--- src/rtl/pipe_hazard_arbiter.sv ---
// ---------------------------------------------------------------------------
// pipe_hazard_arbiter
//
// Hazard and stall arbiter for the 5-stage core with split I/D caches.
// - Selects the forwarding source for both ID operands. EX has priority over
//   MEM, and MEM has priority over WB.
// - Inserts LU_BUBBLES front-end bubbles when a load in EX feeds the
//   instruction in ID.
// - Sequences I-miss, D-miss and overlapping (BOTH) miss stalls. Fill-complete
//   pulses that arrive during BOTH are latched, so they can come in any order.
// - Holds the front end on HLT.
// - Gates mispredict flush and BTB write on front-end advance.
//
// Optional build macro: PERF_CNT_EN
//   defined   : stall_cnt / miss_cnt are saturating performance counters
//   undefined : stall_cnt / miss_cnt are tied to 0 and no counter flops exist
//
// Ports
//   clk, reset_n                    clock, async active-low reset
//   id_rs, id_rt, id_use_rs/rt      ID source operands and their use flags
//   id_halt                         HLT in ID
//   ex_is_load                      load in EX
//   dest_ex/m/wb, rw_ex/m/wb        per-stage destination and RegWrite
//   i_hit, d_hit                    cache hits (d_hit=1 when no D access)
//   i_ready, d_ready                single-cycle fill-complete pulses
//   redirect, btb_upd               mispredict / BTB write request from ID
//   pc_we .. wb_we                  stage latch enables
//   bubble_ex                       inject NOP into ID/EX
//   flush_id, btb_we                gated squash / BTB write
//   fwd_a, fwd_b                    0 RF, 1 EX, 2 MEM, 3 WB
//   both_access                     both caches missing concurrently
//   stall_cnt, miss_cnt             performance counters
//
// state      | meaning
// -----------+-----------------------------------------------------------
// S_IDLE     | normal flow; hazards and misses are detected here
// S_I_MISS   | instruction fill pending; front end held, back end drains
// S_D_MISS   | data fill pending; whole pipe frozen
// S_BOTH     | both fills pending; ready pulses latched until both arrive
// S_LU_STALL | load-use bubbles being inserted
// ---------------------------------------------------------------------------
module pipe_hazard_arbiter #(
  parameter int REG_AW     = 2,
  parameter int LU_BUBBLES = 1,   // legal range 1..3
  parameter int CNT_W      = 16
) (
  input  logic              clk,
  input  logic              reset_n,
  input  logic [REG_AW-1:0] id_rs,
  input  logic [REG_AW-1:0] id_rt,
  input  logic              id_use_rs,
  input  logic              id_use_rt,
  input  logic              id_halt,
  input  logic              ex_is_load,
  input  logic [REG_AW-1:0] dest_ex,
  input  logic [REG_AW-1:0] dest_m,
  input  logic [REG_AW-1:0] dest_wb,
  input  logic              rw_ex,
  input  logic              rw_m,
  input  logic              rw_wb,
  input  logic              i_hit,
  input  logic              d_hit,
  input  logic              i_ready,
  input  logic              d_ready,
  input  logic              redirect,
  input  logic              btb_upd,
  output logic              pc_we,
  output logic              id_we,
  output logic              ex_we,
  output logic              m_we,
  output logic              wb_we,
  output logic              bubble_ex,
  output logic              flush_id,
  output logic              btb_we,
  output logic [1:0]        fwd_a,
  output logic [1:0]        fwd_b,
  output logic              both_access,
  output logic [CNT_W-1:0]  stall_cnt,
  output logic [CNT_W-1:0]  miss_cnt
);

  typedef enum logic [2:0] {
    S_IDLE     = 3'd0,
    S_I_MISS   = 3'd1,
    S_D_MISS   = 3'd2,
    S_BOTH     = 3'd3,
    S_LU_STALL = 3'd4
  } state_t;

  // The counter holds the number of bubbles still to come after the current one.
  localparam logic [1:0] LU_INIT = 2'(LU_BUBBLES - 1);

  state_t     state, state_nx;
  logic [1:0] lu_cnt, lu_cnt_nx;
  logic       i_done, i_done_nx;
  logic       d_done, d_done_nx;

  logic       ex_rs_hit, ex_rt_hit;
  logic       lu;
  logic       stall_all;   // freeze every stage
  logic       stall_fe;    // hold PC/IF-ID, bubble into EX, back end drains
  logic       both_c;

  // ---------------- forwarding ----------------
  assign ex_rs_hit = id_use_rs && rw_ex && (id_rs == dest_ex);
  assign ex_rt_hit = id_use_rt && rw_ex && (id_rt == dest_ex);
  assign lu        = ex_is_load && (ex_rs_hit || ex_rt_hit);

  always_comb begin
    fwd_a = 2'd0;
    if (ex_rs_hit)
      fwd_a = 2'd1;
    else if (id_use_rs && rw_m && (id_rs == dest_m))
      fwd_a = 2'd2;
    else if (id_use_rs && rw_wb && (id_rs == dest_wb))
      fwd_a = 2'd3;
  end

  always_comb begin
    fwd_b = 2'd0;
    if (ex_rt_hit)
      fwd_b = 2'd1;
    else if (id_use_rt && rw_m && (id_rt == dest_m))
      fwd_b = 2'd2;
    else if (id_use_rt && rw_wb && (id_rt == dest_wb))
      fwd_b = 2'd3;
  end

  // ---------------- FSM next state ----------------
  always_comb begin
    state_nx  = state;
    lu_cnt_nx = lu_cnt;
    i_done_nx = i_done;
    d_done_nx = d_done;
    stall_all = 1'b0;
    stall_fe  = 1'b0;
    both_c    = 1'b0;
    case (state)
      S_IDLE: begin
        if (!d_hit) begin
          state_nx  = S_D_MISS;
          stall_all = 1'b1;
        end else if (!i_hit) begin
          state_nx = S_I_MISS;
          stall_fe = 1'b1;
        end else if (id_halt) begin
          // HLT holds the front end and leaves the state alone, so a pending
          // load-use is re-evaluated once the halt drops.
          stall_fe = 1'b1;
        end else if (lu) begin
          state_nx  = S_LU_STALL;
          stall_fe  = 1'b1;
          lu_cnt_nx = LU_INIT;
        end
      end
      S_I_MISS: begin
        if (!d_hit) begin
          state_nx  = S_BOTH;
          stall_all = 1'b1;
          both_c    = 1'b1;
          if (i_ready)
            i_done_nx = 1'b1;
        end else if (!i_ready) begin
          stall_fe = 1'b1;
        end else begin
          state_nx = S_IDLE;
        end
      end
      S_D_MISS: begin
        if (!i_hit) begin
          state_nx  = S_BOTH;
          stall_all = 1'b1;
          both_c    = 1'b1;
          if (d_ready)
            d_done_nx = 1'b1;
        end else if (!d_ready) begin
          stall_all = 1'b1;
        end else begin
          state_nx = S_IDLE;
        end
      end
      S_BOTH: begin
        both_c = 1'b1;
        if ((i_done || i_ready) && (d_done || d_ready)) begin
          state_nx  = S_IDLE;
          i_done_nx = 1'b0;
          d_done_nx = 1'b0;
        end else begin
          stall_all = 1'b1;
          if (i_ready)
            i_done_nx = 1'b1;
          if (d_ready)
            d_done_nx = 1'b1;
        end
      end
      S_LU_STALL: begin
        if (!d_hit) begin
          state_nx  = S_D_MISS;
          stall_all = 1'b1;
        end else if (id_halt && i_hit) begin
          // The remaining bubble count is frozen while halted.
          stall_fe = 1'b1;
        end else if (lu_cnt == 2'd0) begin
          state_nx = S_IDLE;
        end else begin
          lu_cnt_nx = lu_cnt - 2'd1;
          stall_fe  = 1'b1;
        end
      end
      default: begin
        state_nx = S_IDLE;
      end
    endcase
  end

  always_ff @(posedge clk or negedge reset_n) begin
    if (!reset_n) begin
      state  <= S_IDLE;
      lu_cnt <= 2'd0;
      i_done <= 1'b0;
      d_done <= 1'b0;
    end else begin
      state  <= state_nx;
      lu_cnt <= lu_cnt_nx;
      i_done <= i_done_nx;
      d_done <= d_done_nx;
    end
  end

  // ---------------- enables and gated side effects ----------------
  // The outputs are combinational. They are forced to their reset values
  // while reset_n is low, whatever the inputs are doing.
  always_comb begin
    pc_we       = 1'b1;
    id_we       = 1'b1;
    ex_we       = 1'b1;
    m_we        = 1'b1;
    wb_we       = 1'b1;
    bubble_ex   = 1'b0;
    both_access = 1'b0;
    flush_id    = 1'b0;
    btb_we      = 1'b0;
    if (reset_n) begin
      pc_we       = !(stall_all || stall_fe);
      id_we       = !(stall_all || stall_fe);
      ex_we       = !stall_all;
      m_we        = !stall_all;
      wb_we       = !stall_all;
      bubble_ex   = stall_fe;
      both_access = both_c;
      // A redirect or BTB write only takes effect in a cycle where the front
      // end actually moves.
      flush_id    = redirect && pc_we;
      btb_we      = btb_upd && pc_we;
    end
  end

  // ---------------- performance counters ----------------
`ifdef PERF_CNT_EN
  localparam logic [CNT_W-1:0] CNT_ONE = {{(CNT_W-1){1'b0}}, 1'b1};

  logic [CNT_W-1:0] stall_q, miss_q;
  logic             miss_evt;

  assign miss_evt = ((state == S_IDLE) &&
                     ((state_nx == S_I_MISS) || (state_nx == S_D_MISS))) ||
                    (((state == S_I_MISS) || (state == S_D_MISS)) &&
                     (state_nx == S_BOTH));

  always_ff @(posedge clk or negedge reset_n) begin
    if (!reset_n) begin
      stall_q <= '0;
      miss_q  <= '0;
    end else begin
      if (!pc_we && (stall_q != '1))
        stall_q <= stall_q + CNT_ONE;
      if (miss_evt && (miss_q != '1))
        miss_q <= miss_q + CNT_ONE;
    end
  end

  assign stall_cnt = stall_q;
  assign miss_cnt  = miss_q;
`else
  assign stall_cnt = '0;
  assign miss_cnt  = '0;
`endif

endmodule

--- config.mk ---
export PLATFORM = sky130hd
export DESIGN_NAME = pipe_hazard_arbiter
export DESIGN_NICKNAME = d
export VERILOG_FILES = /design/src/rtl/pipe_hazard_arbiter.sv
export SDC_FILE = /design/constraint.sdc
export NUM_CORES = 1
export LEC_CHECK = 0
export ABC_CLOCK_PERIOD_IN_PS = 2100
export CAP_MARGIN = 20
export CORE_UTILIZATION = 37
export DETAILED_ROUTE_END_ITERATION = 8
export GPL_TIMING_DRIVEN = 0
export PLACE_DENSITY = 0.77
export SLEW_MARGIN = 10
export SYNTH_ARGS = -nofsm -noshare
export SYNTH_HDL_FRONTEND = slang
export SYNTH_SLANG_ARGS = --single-unit
--- constraint.sdc ---
create_clock -name clk -period 2.1 [get_ports clk]
set_input_delay 0.525 -clock clk [delete_from_list [all_inputs] [get_ports clk]]
set_output_delay 0.525 -clock clk [all_outputs]
set_load 0.05 [all_outputs]
# Yosys cells after proc, flatten, opt, wreduce, memory -nomap -nowiden

Index checks and enable logic that the tools add are counted.

Register bits after elaboration: 7
Input port bits: 25

$add $sub $neg: 1
Equality and inequality tests: 26
Multiplexer cells: 58
Reduce and logical (&&, ||, !) cells: 33

Operators with widths:

| cell                  | count |
|---|---|
| $mux W3               | 12 |
| $mux W1               | 26 |
| $mux W2               | 13 |
| $ne A2 B2 Y1 const B  | 10 |
| $logic_and A1 B1 Y1   | 17 |
| $pmux W3 S5           | 1 |
| $eq A2 B2 Y1          | 6 |
| $ne A3 B3 Y1 const B  | 4 |
| $pmux W1 S3           | 3 |
| $ne A4 B4 Y1 const B  | 2 |
| $reduce_and A8 Y1     | 1 |
| $reduce_and A7 Y1     | 1 |
| $eq A3 B2 Y1 const B  | 2 |
| $reduce_bool A2 Y1    | 3 |
| $logic_or A1 B1 Y1    | 4 |
| $pmux W1 S2           | 2 |
| $pmux W2 S2           | 1 |
| $reduce_and A2 Y1     | 2 |
| $eq A3 B1 Y1 const B  | 1 |
| $eq A3 B3 Y1 const B  | 1 |
| $logic_not A3 Y1      | 1 |
| $reduce_or A3 Y1      | 1 |
| $logic_not A1 Y1      | 2 |
| $logic_not A2 Y1      | 1 |
| $sub A2 B1 Y2 const B | 1 |

# Longest topological paths before layout

Gate-level depths: netlist of the first run.

Depth after elaboration: 13
Depth in mapped cells: 7
Mapped depth without buffers: 6

# Least setup slack after synthesis of the first run

Ideal clock, no wire load.

Path type: register -> output
Start: register lu_cnt[0]
End: output port btb_we
Arrival: 2.182 ns
Data required time: 1.575 ns
Setup slack: -0.607 ns
Cell stages (with the launch flop): 7
Path buffers: 0
Path through: dfrtp_1 inv_1 ha_1 nand2_1 o211ai_2 o221ai_2 nor3_1

Word-level cells in the longest chain between the ends: 9

Ends and longest elaborated chain:

| element                | line | source |
|---|---|---|
| from (decl)            | 94   | `logic [1:0] lu_cnt, lu_cnt_nx;` |
| from (signal assigned) | 224  | `lu_cnt <= lu_cnt_nx;` |
| $logic_not A2 Y1       | 203  | `end else if (lu_cnt == 2'd0) begin` |
| $mux W1                | 203  |  |
| $mux W1                | 200  | `end else if (id_halt && i_hit) begin` |
| $mux W1                | 197  | `if (!d_hit) begin` |
| $pmux W1 S3            | 138  | `case (state)` |
| $logic_or A1 B1 Y1     | 244  | `pc_we = !(stall_all \|\| stall_fe);` |
| $logic_not A1 Y1       | 244  |  |
| $logic_and A1 B1 Y1    | 254  | `btb_we = btb_upd && pc_we;` |
| $mux W1                | 243  | `if (reset_n) begin` |
| to (decl)              | 74   | `output logic btb_we,` |

No other way between the ends.

# Worst setup path after layout of the first run

Start: input port id_rs[1]
End: output port pc_we

Word-level cells in the longest chain between the ends: 12

Ends and longest elaborated chain:

| element             | line | source |
|---|---|---|
| from (decl)         | 49   | `input logic [REG_AW-1:0] id_rs,` |
| $eq A2 B2 Y1        | 105  | `assign ex_rs_hit = id_use_rs && rw_ex && (id_rs == dest_ex);` |
| $logic_and A1 B1 Y1 | 105  |  |
| $logic_or A1 B1 Y1  | 107  | `assign lu = ex_is_load && (ex_rs_hit \|\| ex_rt_hit);` |
| $logic_and A1 B1 Y1 | 107  |  |
| $mux W1             | 150  | `end else if (lu) begin` |
| $mux W1             | 146  | `end else if (id_halt) begin` |
| $mux W1             | 143  | `end else if (!i_hit) begin` |
| $mux W1             | 140  | `if (!d_hit) begin` |
| $pmux W1 S3         | 138  |  |
| $logic_or A1 B1 Y1  | 244  |  |
| $logic_not A1 Y1    | 244  |  |
| $mux W1             | 243  |  |
| to (decl)           | 67   | `output logic pc_we,` |

No other way between the ends.

==> results.txt, run 1 <==
- The run finished, with violations left.
- The checks that failed: DRC, setup timing.
* Final setup violating endpoints: 10
- Counting distinct cell types in the post-synthesis netlist gives 40.
* Number of nets in the layout: 259
* Warning count from the yosys run: 0
- Fraction of the yosys area taken by sequential cells: 15.7%
- Min-delay worst type: input pin to async pin
- After detailed routing, the number of remaining DRC violations is 2.
- Total negative slack: -1.48 ns
- Clock tree from TritonCTS: done
- Buffers inserted during clock tree synthesis total 3.
* Worst ir drop on vdd: 714 uV
* Number of standard cells in the final layout excluding fillers: roughly 260
- Setup ws final: -0.309 ns
* Number of flops mapped to enable cells by yosys: 0
- Clock latency reported for the late side of the worst-skew pair: 0.27 ns
- Final slew viol count: 0
- The critical path is of the input pin to primary output type.
* Post-detailed-placement cell area: 1750 sq um
- Peak per-stage delay on the critical path: 0.33 ns
- Number of cells on the critical path: 8
- The largest individual stage delay along the critical path comes from the cell sky130_fd_sc_hd__a211oi_4.
- Effective utilization at floorplan: 39.7%
* Share of synthesized registers carrying an async set or reset: 100%
- Post-DR vias/cell: ~4.8
- Final period utilization: 115%
- Setup repair after global routing could not meet its margin everywhere.
* Wire length per cell after detailed routing: 12.8 microns
- Registers take 178 sq um.
- Post-synthesis average cell area: 8.08 sq um
- In the synthesized netlist, the number of instances is 138.
- Die X-Extent: 56.9 microns
- CP Data Arrival Time: about 1.9 ns
- Across the run, the number of max-cap violations was 0.
* Global-route usage over all layers: a little over a fifth
- Clock input transition at the sequential cells of the worst setup and hold paths: 0.05 ns
* Final std cell area, no fill: 2050 sq um
* Detailed-router iteration count before antenna repair: 6
- The congestion estimate from routability-driven global placement came to 0.811.
- The die covers roughly 3200 sq um.
- Hold repair after CTS inserted 0 buffers.
- Along the worst path, the maximum fanout reaches 3.
- IO Count: 70
- Buffers placed on the I/O ports in this run total 37.
- Core Region: 2810 sq um
* Via count: 1252
- The critical path goes through buf_2, xnor2_2, nand4_1, a211oi_4, buf_4, o21ai_4, buf_6, buf_8.
* Most used cells in the layout excluding fill and tap cells: sky130_fd_sc_hd__buf_4, sky130_fd_sc_hd__conb_1, sky130_fd_sc_hd__buf_6
- Total length of routed wires: roughly 3400 microns
- Area grow syn2layout: 83.7%
- The startpoint identified for the worst register-to-register timing path is lu_cnt[0]$_DFFE_PN0P_.
- CTS saw 7 sinks.
* Max Clock Freq: between 400 and 500 MHz
* Number of diodes: 0
- The initial antenna violation count came to 0.
* Count of final hold-check violations: 0
- RR Endpoint: lu_cnt[1]$_DFFE_PN0P_
* Number of synthesized register bits: 7
* Sum of net half-perimeters after detailed placement: between 2000 and 2500 microns
- The library cell used most frequently in the layout, excluding fill and tap cells, is sky130_fd_sc_hd__buf_4.
- Once detail routing completed, the nets flagged for antenna violations numbered 0.
- Skew final: 0.00257 ns
- Area occupied by multi-input gates: 970 sq um
* Worst R2R Path Depth: 7
- Total number of placement rows: 19
- Mapped Area: 1110 sq um
* Core occupancy in the finished layout: about three quarters
- Synth Flop Type: sky130_fd_sc_hd__dfrtp_1
- The worst setup path is captured at a primary output.
- Leakage power of the design: 1.04 nW
* Number of design-rule violations left by the first detailed-router iteration: 37
- Number of global-route vias before repair: 1232
- Max Root-Sink Buffers: 2
- Buffers plus inverters on the worst setup path: 4
- Die Y: 56.9 microns
* Number of inserted filler cells in the final layout: 222
- Final Hold Slack: 0.145 ns
- Minimum clock period after layout: 2.41 ns
* H-tree Lvls: 1
- Entering global routing, the biggest net connects 13 pins.
- CTS placed an instance of sky130_fd_sc_hd__clkbuf_4 at the clock tree root.
* Required @ worst endpoint: between 1.5 and 2 ns
- Across all register-to-register paths, the minimum setup slack is roughly 0.44 ns.
- Startpoint types: input pin
- Wire length of the first global-routing pass: 5220 microns
- Kind of cell with the highest combined delay on the critical path: buffers and inverters
- Cells with a size suffix above 1 make up approximately 57% of the layout.
- Gr ovfl total: 0
* Power Density: around 880 nW/um^2
- Post-placement cell count: 237
synth_stat cells (all sizes together), types with 2 or more instances:
cell,number,share of area (%)
nand4,7,3.9
or2,2,1.1
buf,39,26
xnor2,13,10
a21oi,4,1.8
o21ai,5,2.6
nand3,3,1.3
o22ai,2,1.1
a31oi,3,1.7
nand2,12,4.0
nor2,2,0.67
dfrtp,7,16
a32oi,2,1.6
and2b,2,1.7
nor3,4,1.8
and4,2,1.6
inv,6,2.0
nor3b,2,1.8
nand2b,6,4.7
a211oi,3,2.5
how the worst max path moves through the flow:
stage	start	slack (ns)	endpoint
6_report	id_rs[1]	-0.31	pc_we
5_1_grt	state[1]$_DFFE_PN0P_	-0.37	pc_we
4_1_cts	lu_cnt[0]$_DFFE_PN0P_	-0.25	pc_we
3_5_place_dp	id_rt[0]	-1.32	pc_we
3_3_place_gp	id_rt[0]	-1.27	pc_we
2_1_floorplan	dest_ex[0]	-0.14	bubble_ex
worst register-to-register path, cell delays in order, from the launching register on:
cell                      delay [ns]
sky130_fd_sc_hd__dfrtp_1        0.35
sky130_fd_sc_hd__inv_2          0.06
sky130_fd_sc_hd__ha_4           0.16
sky130_fd_sc_hd__buf_4          0.12
sky130_fd_sc_hd__buf_4          0.13
sky130_fd_sc_hd__or4_4          0.54
sky130_fd_sc_hd__nand2_1        0.09
sky130_fd_sc_hd__o22ai_1        0.07
cell families (layout without fill, tap and decap cells):
kind of cell | Yosys count | after routing | synth area share [%]
and+or+nand+nor | 45 | 45 | 25.7
buffers and inverters | 45 | 108 | 28.5
AOI/OAI and AO/OA | 26 | 26 | 18.4
xor gates and xnor gates | 13 | 13 | 10.2
DFF | 7 | 7 | 15.7
adders and majority gates | 1 | 1 | 1.12
other | 1 | 32 | 0.336
report_power, final:
part | switching [mW] | total, mW | internal, mW
sequential | 0.0740 | 0.257 | 0.183
clock | 0.0583 | 0.131 | 0.0731
combinational | 0.773 | 1.41 | 0.638
metrics by stage:
step | setup WS, ns | total power [mW]
6_report | -0.309 | 1.80
5_1_grt | -0.366 | 1.89
4_1_cts | -0.248 | 1.69
3_5_place_dp | -1.32 | 1.36
3_3_place_gp | -1.27 | 1.33
2_1_floorplan | -0.142 | 1.10
registers in the layout (all words and copies together), names as in the netlist:
| signal | count |
|---|---|
| lu_cnt | 2 |
| i_done | 1 |
| d_done | 1 |
| state | 3 |
final cells by class:
cell class / instances / share of cell area (%)
plain buffers: 37 / 14.5
well taps: 31 / 1.89
flip-flops and latches: 7 / 8.67
repair buffers: 61 / 25.2
clock buffers: 4 / 1.28
inverters: 6 / 1.10
multi-input cells: 117 / 47.3
per-layer routing:
metal / routed length (microns) / share of wire [%] / GRT usage (%) / up-vias
li1: - / - / - / 609
met1: 1210 / 36 / 20.9 / 584
met2: 1840 / 55 / 39.3 / 49
met3: 224 / 6.6 / 4.84 / 10
met4: 94 / 2.8 / 10.8 / 0
met5: 0 / 0 / 0 / -
timing repair:
| item | 4_1_cts | 5_1_grt |
|---|---|---|
| pin swaps | 16 | 15 |
| gates resized for setup | 170 | 14 |
| setup endpoints to repair | 13 | 13 |
| buffers inserted | 17 | 6 |
| cloned | 1 | 0 |
(Power assumes the default switching activity.)
==> run 2, diff against run 1 <==
SLEW_MARGIN = 20   (was 10)
==> results of run 2 <==
The final DEF is identical to that of run 1; final timing and power are the same.
